===== src/rtl/pwm_audio_out.sv =====
// Sample-to-PWM audio output stage: one-entry sample buffer behind a valid/ready
// handshake feeding a fixed-period PWM generator with sticky underrun detection.
module pwm_audio_out #(
  parameter int WIDTH   = 8,
  parameter int CLK_DIV = 1
) (
  input  logic             clk,
  input  logic             reset,
  input  logic             enable,
  input  logic [WIDTH-1:0] sample_in,
  input  logic             sample_valid,
  output logic             sample_ready,
  input  logic             underrun_clr,
  output logic             pwm_out,
  output logic             period_start,
  output logic             underrun
);

  localparam int PW = (CLK_DIV > 1) ? $clog2(CLK_DIV) : 1;
  localparam logic [PW-1:0]    PS_MAX  = PW'(CLK_DIV - 1);
  localparam logic [WIDTH-1:0] CNT_MAX = '1;

  typedef enum logic {IDLE = 1'b0, RUN = 1'b1} state_t;

  state_t           state, state_nxt;
  logic [PW-1:0]    presc;
  logic [WIDTH-1:0] cnt;
  logic [WIDTH-1:0] duty;
  logic [WIDTH-1:0] buf_data;
  logic             buf_full;

  logic tick, boundary, load, ur_set, run_eff, accept;

  // State register
  always_ff @(posedge clk) begin
    if (reset) state <= IDLE;
    else       state <= state_nxt;
  end

  // Next-state logic
  always_comb begin
    state_nxt = state;
    case (state)
      IDLE:    if (enable)  state_nxt = RUN;
      RUN:     if (!enable) state_nxt = IDLE;
      default: state_nxt = IDLE;
    endcase
  end

  // The RUN-entry boundary is taken on the IDLE->RUN edge so the first RUN
  // cycle (cnt=0) already compares against the freshly loaded duty.
  always_comb begin
    run_eff      = (state == RUN) && enable;
    tick         = (state == RUN) && (presc == PS_MAX);
    boundary     = enable && ((state == IDLE) || (tick && (cnt == CNT_MAX)));
    load         = boundary && buf_full;
    ur_set       = boundary && !buf_full;
    sample_ready = !buf_full || load;
    accept       = sample_valid && sample_ready;
  end

  // Prescaler and PWM counter; both return to zero whenever not running.
  always_ff @(posedge clk) begin
    if (reset || !run_eff) begin
      presc <= '0;
      cnt   <= '0;
    end else if (tick) begin
      presc <= '0;
      cnt   <= cnt + WIDTH'(1);
    end else begin
      presc <= presc + PW'(1);
    end
  end

  always_ff @(posedge clk) begin
    if (reset)                        duty <= '0;
    else if (state == RUN && !enable) duty <= '0;
    else if (load)                    duty <= buf_data;
  end

  // Accept-during-load keeps the buffer full so a stream has no gaps.
  always_ff @(posedge clk) begin
    if (reset) begin
      buf_full <= 1'b0;
      buf_data <= '0;
    end else if (accept) begin
      buf_full <= 1'b1;
      buf_data <= sample_in;
    end else if (load) begin
      buf_full <= 1'b0;
    end
  end

  always_ff @(posedge clk) begin
    if (reset) begin
      pwm_out      <= 1'b0;
      period_start <= 1'b0;
    end else begin
      pwm_out      <= run_eff && (cnt < duty);
      period_start <= run_eff && (cnt == '0) && (presc == '0);
    end
  end

  // Set has priority over clear.
  always_ff @(posedge clk) begin
    if (reset)             underrun <= 1'b0;
    else if (ur_set)       underrun <= 1'b1;
    else if (underrun_clr) underrun <= 1'b0;
  end

endmodule

===== config.mk =====
export PLATFORM = sky130hd
export DESIGN_NAME = pwm_audio_out
export DESIGN_NICKNAME = d
export VERILOG_FILES = /design/src/rtl/pwm_audio_out.sv
export SDC_FILE = /design/constraint.sdc
export NUM_CORES = 1
export LEC_CHECK = 0
export BUFFER_PORTS_ARGS = -buffer_cell sky130_fd_sc_hd__buf_2
export CAP_MARGIN = 10
export CELL_PAD_IN_SITES_DETAIL_PLACEMENT = 2
export CELL_PAD_IN_SITES_GLOBAL_PLACEMENT = 2
export CORE_MARGIN = 2
export CORE_UTILIZATION = 35
export DETAILED_ROUTE_END_ITERATION = 6
export GPL_TIMING_DRIVEN = 1
export PLACE_DENSITY = 0.79
export REMOVE_ABC_BUFFERS = 1
export SLEW_MARGIN = 10
export SYNTH_ARGS = -nofsm -noshare
export SYNTH_HDL_FRONTEND = slang
export SYNTH_SLANG_ARGS = --single-unit

===== constraint.sdc =====
create_clock -name clk -period 4.4 [get_ports clk]
set_input_delay 0.44 -clock clk [delete_from_list [all_inputs] [get_ports clk]]
set_output_delay 0.44 -clock clk [all_outputs]
set_load 0.01 [all_outputs]

# --- Word level (Yosys, flattened, before mapping) ---
# Cells that the tools add are included.
word_totals:
  regBits: 30
  inputBits: 13
  output_inout_bits: 4
  wordCells: 42
classes:
  add_sub_neg: 2
  order_cmp: 1
  eq_ne: 1
  n_mux: 5
  n_bitwise: 2
  n_reduce_logical: 22
ops:
  columns: ["op", "n"]
  rows:
  - ["logical AND 1 bit", 11]
  - ["adder 8 x 1 -> 8 bit, second input constant", 1]
  - ["== test 8 bit, second input constant", 1]
  - ["logical NOT 8 bit", 1]
  - ["less-than comparator 8 bit", 1]
  - ["two-way mux 1 bit", 5]
  - ["nonzero test 2 bit", 2]
  - ["OR reduction 2 bit", 2]
  - ["logical NOT 1 bit", 3]
  - ["logical OR 1 bit", 3]
  - ["inverter 1 bit", 2]
  - ["adder 1 bit, second input constant", 1]

# --- Longest topological paths before layout ---
depth:
  word_depth: 9
  mapped_depth: 6
  ltp_nobuf: 6

# --- Worst setup path before layout ---
# No wires, ideal clock.
synth_path:
  path_kind: "flip-flop to output port"
  from: "register cnt[1]"
  to: "output port sample_ready"
  t_arrival_ns: 1.410
  required_time_ns: 3.960
  path_slack_ns: 2.550
  path_stages_with_launch: 7
  n_path_buf: 1
  path_cell_list: "dfxtp_1 > ha_1 > and4b_1 > a41o_1 > buf_2 > a21oi_1 > inv_1"
synth_between:
  elab_chain_cells: 6
synth_lines:
  columns: ["element", "line_no", "source"]
  rows:
  - ["from (decl)", "27", "logic [WIDTH-1:0] cnt;"]
  - ["from (signal assigned)", "69", "cnt <= cnt + WIDTH'(1);"]
  - ["== test 8 bit", "55", "boundary = enable && ((state == IDLE) || (tick && (cnt == CNT_MAX)));"]
  - ["logical AND 1 bit", "55", null]
  - ["logical OR 1 bit", "55", null]
  - ["logical AND 1 bit", "55", null]
  - ["logical AND 1 bit", "56", "load = boundary && buf_full;"]
  - ["logical OR 1 bit", "58", "sample_ready = !buf_full || load;"]
  - ["to (decl)", "12", "output logic sample_ready,"]
# No other way between the ends.

# --- Worst setup path after layout ---
# Ends and elaborated chain as after synthesis.

==> impl_results.rst <==
.. list-table::
   :header-rows: 1

   * - Metric
     - Value
   * - Number of buffers inserted for hold repair after clock tree synthesis
     - 0
   * - First drt pass iteration count
     - 4
   * - Buffering stage count on the worst path with inverters included
     - 2
   * - Total number of vias
     - 1237
   * - List of cells traversed by the critical path
     - ha_1 -> and4b_1 -> a41o_1 -> a21oi_1 -> inv_1 -> buf_2
   * - Cell class contributing the biggest share of worst-path delay
     - compound AO/OA/AOI/OAI gates
   * - Skew final
     - 0.006108 ns
   * - Share of cell area taken by muxes after synthesis
     - 5.950%
   * - Via/cell ratio
     - 5.378
   * - Launch point of the worst reg-to-reg path
     - cnt[1]
   * - Share of flip-flops with an asynchronous set or reset after synthesis
     - 0%
   * - Detail Placement HPWL
     - 2.774 mm
   * - Worst ir drop on vdd
     - 0.2093 mV
   * - Count of flip-flops with a built-in enable after synthesis
     - 0
   * - Post-Layout Cell Count
     - 230
   * - Pin count of the biggest net entering global routing
     - 22
   * - CTS Root Cell
     - sky130_fd_sc_hd__clkbuf_8
   * - Vias in the first global route
     - 1406
   * - Layout-stage area growth over the synthesis result
     - 14.88%
   * - Count of different cell masters after synthesis
     - 34
   * - Setup Buffers After CTS
     - 0
   * - Critical Path RT
     - 3.96 ns
   * - Power per unit of standard cell area
     - 340.9 nW/um2
   * - Register bit count reported by yosys
     - 30
   * - Synth warn
     - 0
   * - Leakage
     - 0.6954 nW
   * - Final Slew Violations
     - 0
   * - Number of I/O pins
     - 17
   * - Syn Inst Count
     - 163
   * - Number of inserted diodes
     - 0
   * - Outcome
     - completed
   * - # H-tree levels
     - 2
   * - Number of sinks driven by the clock tree
     - 30
   * - Num CTS Buffers
     - 5
   * - Start-to-end type of the worst setup path
     - flop to primary output
   * - Final net count
     - 201
   * - Slowest library cell on the worst path
     - sky130_fd_sc_hd__dfxtp_1
   * - Die boundary width
     - 69.77 um
   * - Reg2reg path depth
     - 5
   * - Time the final worst path needs with I/O delays and setup
     - 2.480 ns
   * - Die height
     - 69.77 um
   * - Post-synth design cell area
     - 1514 um2
   * - ANT nets after route
     - 0
   * - Remaining routing DRC violations
     - 0
   * - Number of antenna violations at the first check in global routing
     - 0
   * - Final total negative setup slack
     - 0 ns
   * - Slew margin rel.
     - 56.87%
   * - Simple-gate share of the synthesized area
     - 17.85%
   * - First-iteration detailed-routing DRC count
     - 50
   * - Achievable Freq
     - 403.2 MHz
   * - Clock slew at reported path FFs
     - 0.06 ns
   * - Seq/Total Area, Yosys
     - 39.67%
   * - Most frequently used flop master after synthesis
     - sky130_fd_sc_hd__dfxtp_1
   * - Buffers added on ports
     - 16
   * - Synth Area in Compound Gates
     - 17.02%
   * - Endpoint of the worst hold path
     - buf_data[1]
   * - Die area
     - 4868 um2
   * - Crit Path Max Fanout
     - 11
   * - Unrepaired setup endpoints after global routing
     - no
   * - Dominant combinational cell family by area after synthesis
     - simple AND/OR/NAND/NOR gates
   * - Initial Util
     - 37.05%
   * - Leftover overflow at the end of global routing
     - 0
   * - RePlAce Congestion
     - 0.8130
   * - Worst path max stage delay
     - 0.45 ns
   * - Fill cells
     - 462
   * - Critical register-to-register path endpoint
     - duty[5]
   * - Final-report hold violation count
     - 0
   * - Layout cell share with drive strength beyond 1
     - 15.56%
   * - Routed wire length
     - 4.035 mm
   * - WHS Path Cells
     - 3
   * - Cell count after placement
     - 222
   * - Number of max-cap violations
     - 0
   * - Global-route wire length before repair
     - 6.941 mm
   * - CTS Buffer Depth
     - 2
   * - Floorplan core area
     - 4086 um2
   * - Avg WL per Cell
     - 17.54 um
   * - Site Rows
     - 23
   * - Setup-failing EPs final
     - 0
   * - Total global routing track utilization
     - 18.34%
   * - Transition time at the pin with the least slew margin
     - 0.6470 ns
   * - Kind of end point of the critical path
     - primary output
   * - Hold Crit Class
     - input port to flop
   * - Data arrival, critical path
     - 2.04 ns
   * - R2R setup slack
     - 2.18 ns
   * - XOR/XNOR share of the synthesized area
     - 4.050%
   * - Startpoint of the worst hold path
     - sample_in[1]
   * - Resized Gates After CTS
     - 0
   * - Clock tree from TritonCTS
     - yes
   * - Final clock period utilization by the worst path
     - 56.37%
   * - Fraction of the mapped netlist area in adder cells
     - 7.438%
   * - Clock insertion delay at the later pin of the skew report
     - 0.28 ns
   * - Synthesized area divided by synthesized cell count
     - 9.288 um2
   * - Kind of launch point of the worst setup path
     - flop
## power by group
group          total (mW)  switching, mW  internal [mW]
clock network       0.257         0.0989          0.158
registers           0.287        0.00687          0.280
logic              0.0490         0.0292         0.0198
total               0.593          0.135          0.458
## worst register-to-register path, delay by kind of cell, from the launching register on
kind / cells / cell delay (ns)
AOI/OAI and AO/OA: 2 / 0.84
adders and majority gates: 1 / 0.23
DFF: 1 / 0.45
and+or+nand+nor: 2 / 0.60
## worst max-delay path by stage
stage	startpoint	endpoint	slack (ns)	depth (start not counted)
2_1_floorplan	cnt[1]	sample_ready	2.59	5
3_3_place_gp	cnt[1]	sample_ready	2.37	6
3_5_place_dp	cnt[1]	duty[1]	2.25	5
4_1_cts	cnt[1]	sample_ready	1.92	6
5_1_grt	cnt[1]	sample_ready	1.78	6
6_report	cnt[1]	sample_ready	1.92	6
## cell usage after synthesis (2+ instances only)
cell	n	share of area [%]
sky130_fd_sc_hd__dfxtp_1	30	40
sky130_fd_sc_hd__inv_1	24	6.0
sky130_fd_sc_hd__nand2b_1	18	7.4
sky130_fd_sc_hd__ha_1	9	7.4
sky130_fd_sc_hd__mux2i_1	9	6.0
sky130_fd_sc_hd__a311o_1	8	5.3
sky130_fd_sc_hd__nor2_1	8	2.0
sky130_fd_sc_hd__o41ai_1	8	4.6
sky130_fd_sc_hd__clkbuf_1	6	1.5
sky130_fd_sc_hd__nand2_1	4	0.99
sky130_fd_sc_hd__xor2_1	4	2.3
sky130_fd_sc_hd__a21oi_1	3	0.99
sky130_fd_sc_hd__nand4_1	3	1.2
sky130_fd_sc_hd__o21ai_0	3	0.99
sky130_fd_sc_hd__xnor2_1	3	1.7
sky130_fd_sc_hd__a211oi_1	2	0.99
sky130_fd_sc_hd__and3_1	2	0.83
sky130_fd_sc_hd__and4b_1	2	1.3
sky130_fd_sc_hd__nor2b_1	2	0.83
## placed cells by master, fill, tap and decap left out, types with 8 or more instances in the layout
cell type                  Yosys  final
sky130_fd_sc_hd__inv_1        24     24
sky130_fd_sc_hd__clkbuf_8      0      8
sky130_fd_sc_hd__o41ai_1       8      8
sky130_fd_sc_hd__ha_1          9      9
sky130_fd_sc_hd__nand2b_1     18     18
sky130_fd_sc_hd__mux2i_1       9      9
sky130_fd_sc_hd__buf_2         1     16
sky130_fd_sc_hd__nor2_1        8      8
sky130_fd_sc_hd__a311o_1       8      8
sky130_fd_sc_hd__dfxtp_1      30     30
## stage by stage
step / util, % / hold WS (ns) / cell area (um2) / setup WS (ns) / power (mW)
final: 42.56 / 0.4167 / 1739 / 1.920 / 0.5928
after global routing: 42.56 / 0.4370 / 1739 / 1.778 / 0.6171
after CTS: 42.56 / 0.4125 / 1739 / 1.925 / 0.6007
after detailed placement: 39.87 / 0.4612 / 1629 / 2.254 / 0.3419
after global placement: 39.87 / 0.4568 / 1629 / 2.374 / 0.3376
after floorplan: - / 0.4437 / 1486 / 2.593 / 0.3208
## kinds of logic (layout without fill, tap and decap cells)
logic type	count (synthesis)	in the layout
flip-flops	30	30
multiplexers	9	9
buffers and inverters	31	48
AO/OA/AOI/OAI	30	30
other	1	1
adder cells (fa/ha/maj)	9	9
XOR/XNOR	7	7
AND/OR/NAND/NOR	46	46
## sequential cells by signal, summed over array words and instances (netlist names)
register      cells
buf_data          8
period_start      1
pwm_out           1
state             1
presc             1
buf_full          1
cnt               8
underrun          1
duty              8
## routing by layer
| layer | vias up | GRT usage (%) | routed length [um] |
|---|---|---|---|
| li1 | 599 | - | - |
| met3 | 9 | 3.779 | 125 |
| met1 | 606 | 20.44 | 1640 |
| met2 | 23 | 33.76 | 2185 |
| met4 | 0 | 7.051 | 84 |
| met5 | - | 0 | 0 |
## area by class of cell
cell class,count,area [um2],share of cell area (%)
Sequential cell,30,600.6,34.53
Multi-Input combinational cell,102,795.8,45.76
Tap cell,50,62.56,3.597
Timing Repair Buffer,16,80.08,4.604
Clock buffer,8,110.1,6.331
Inverter,24,90.09,5.180
No activity file was read; power rests on OpenSTA's default activity.
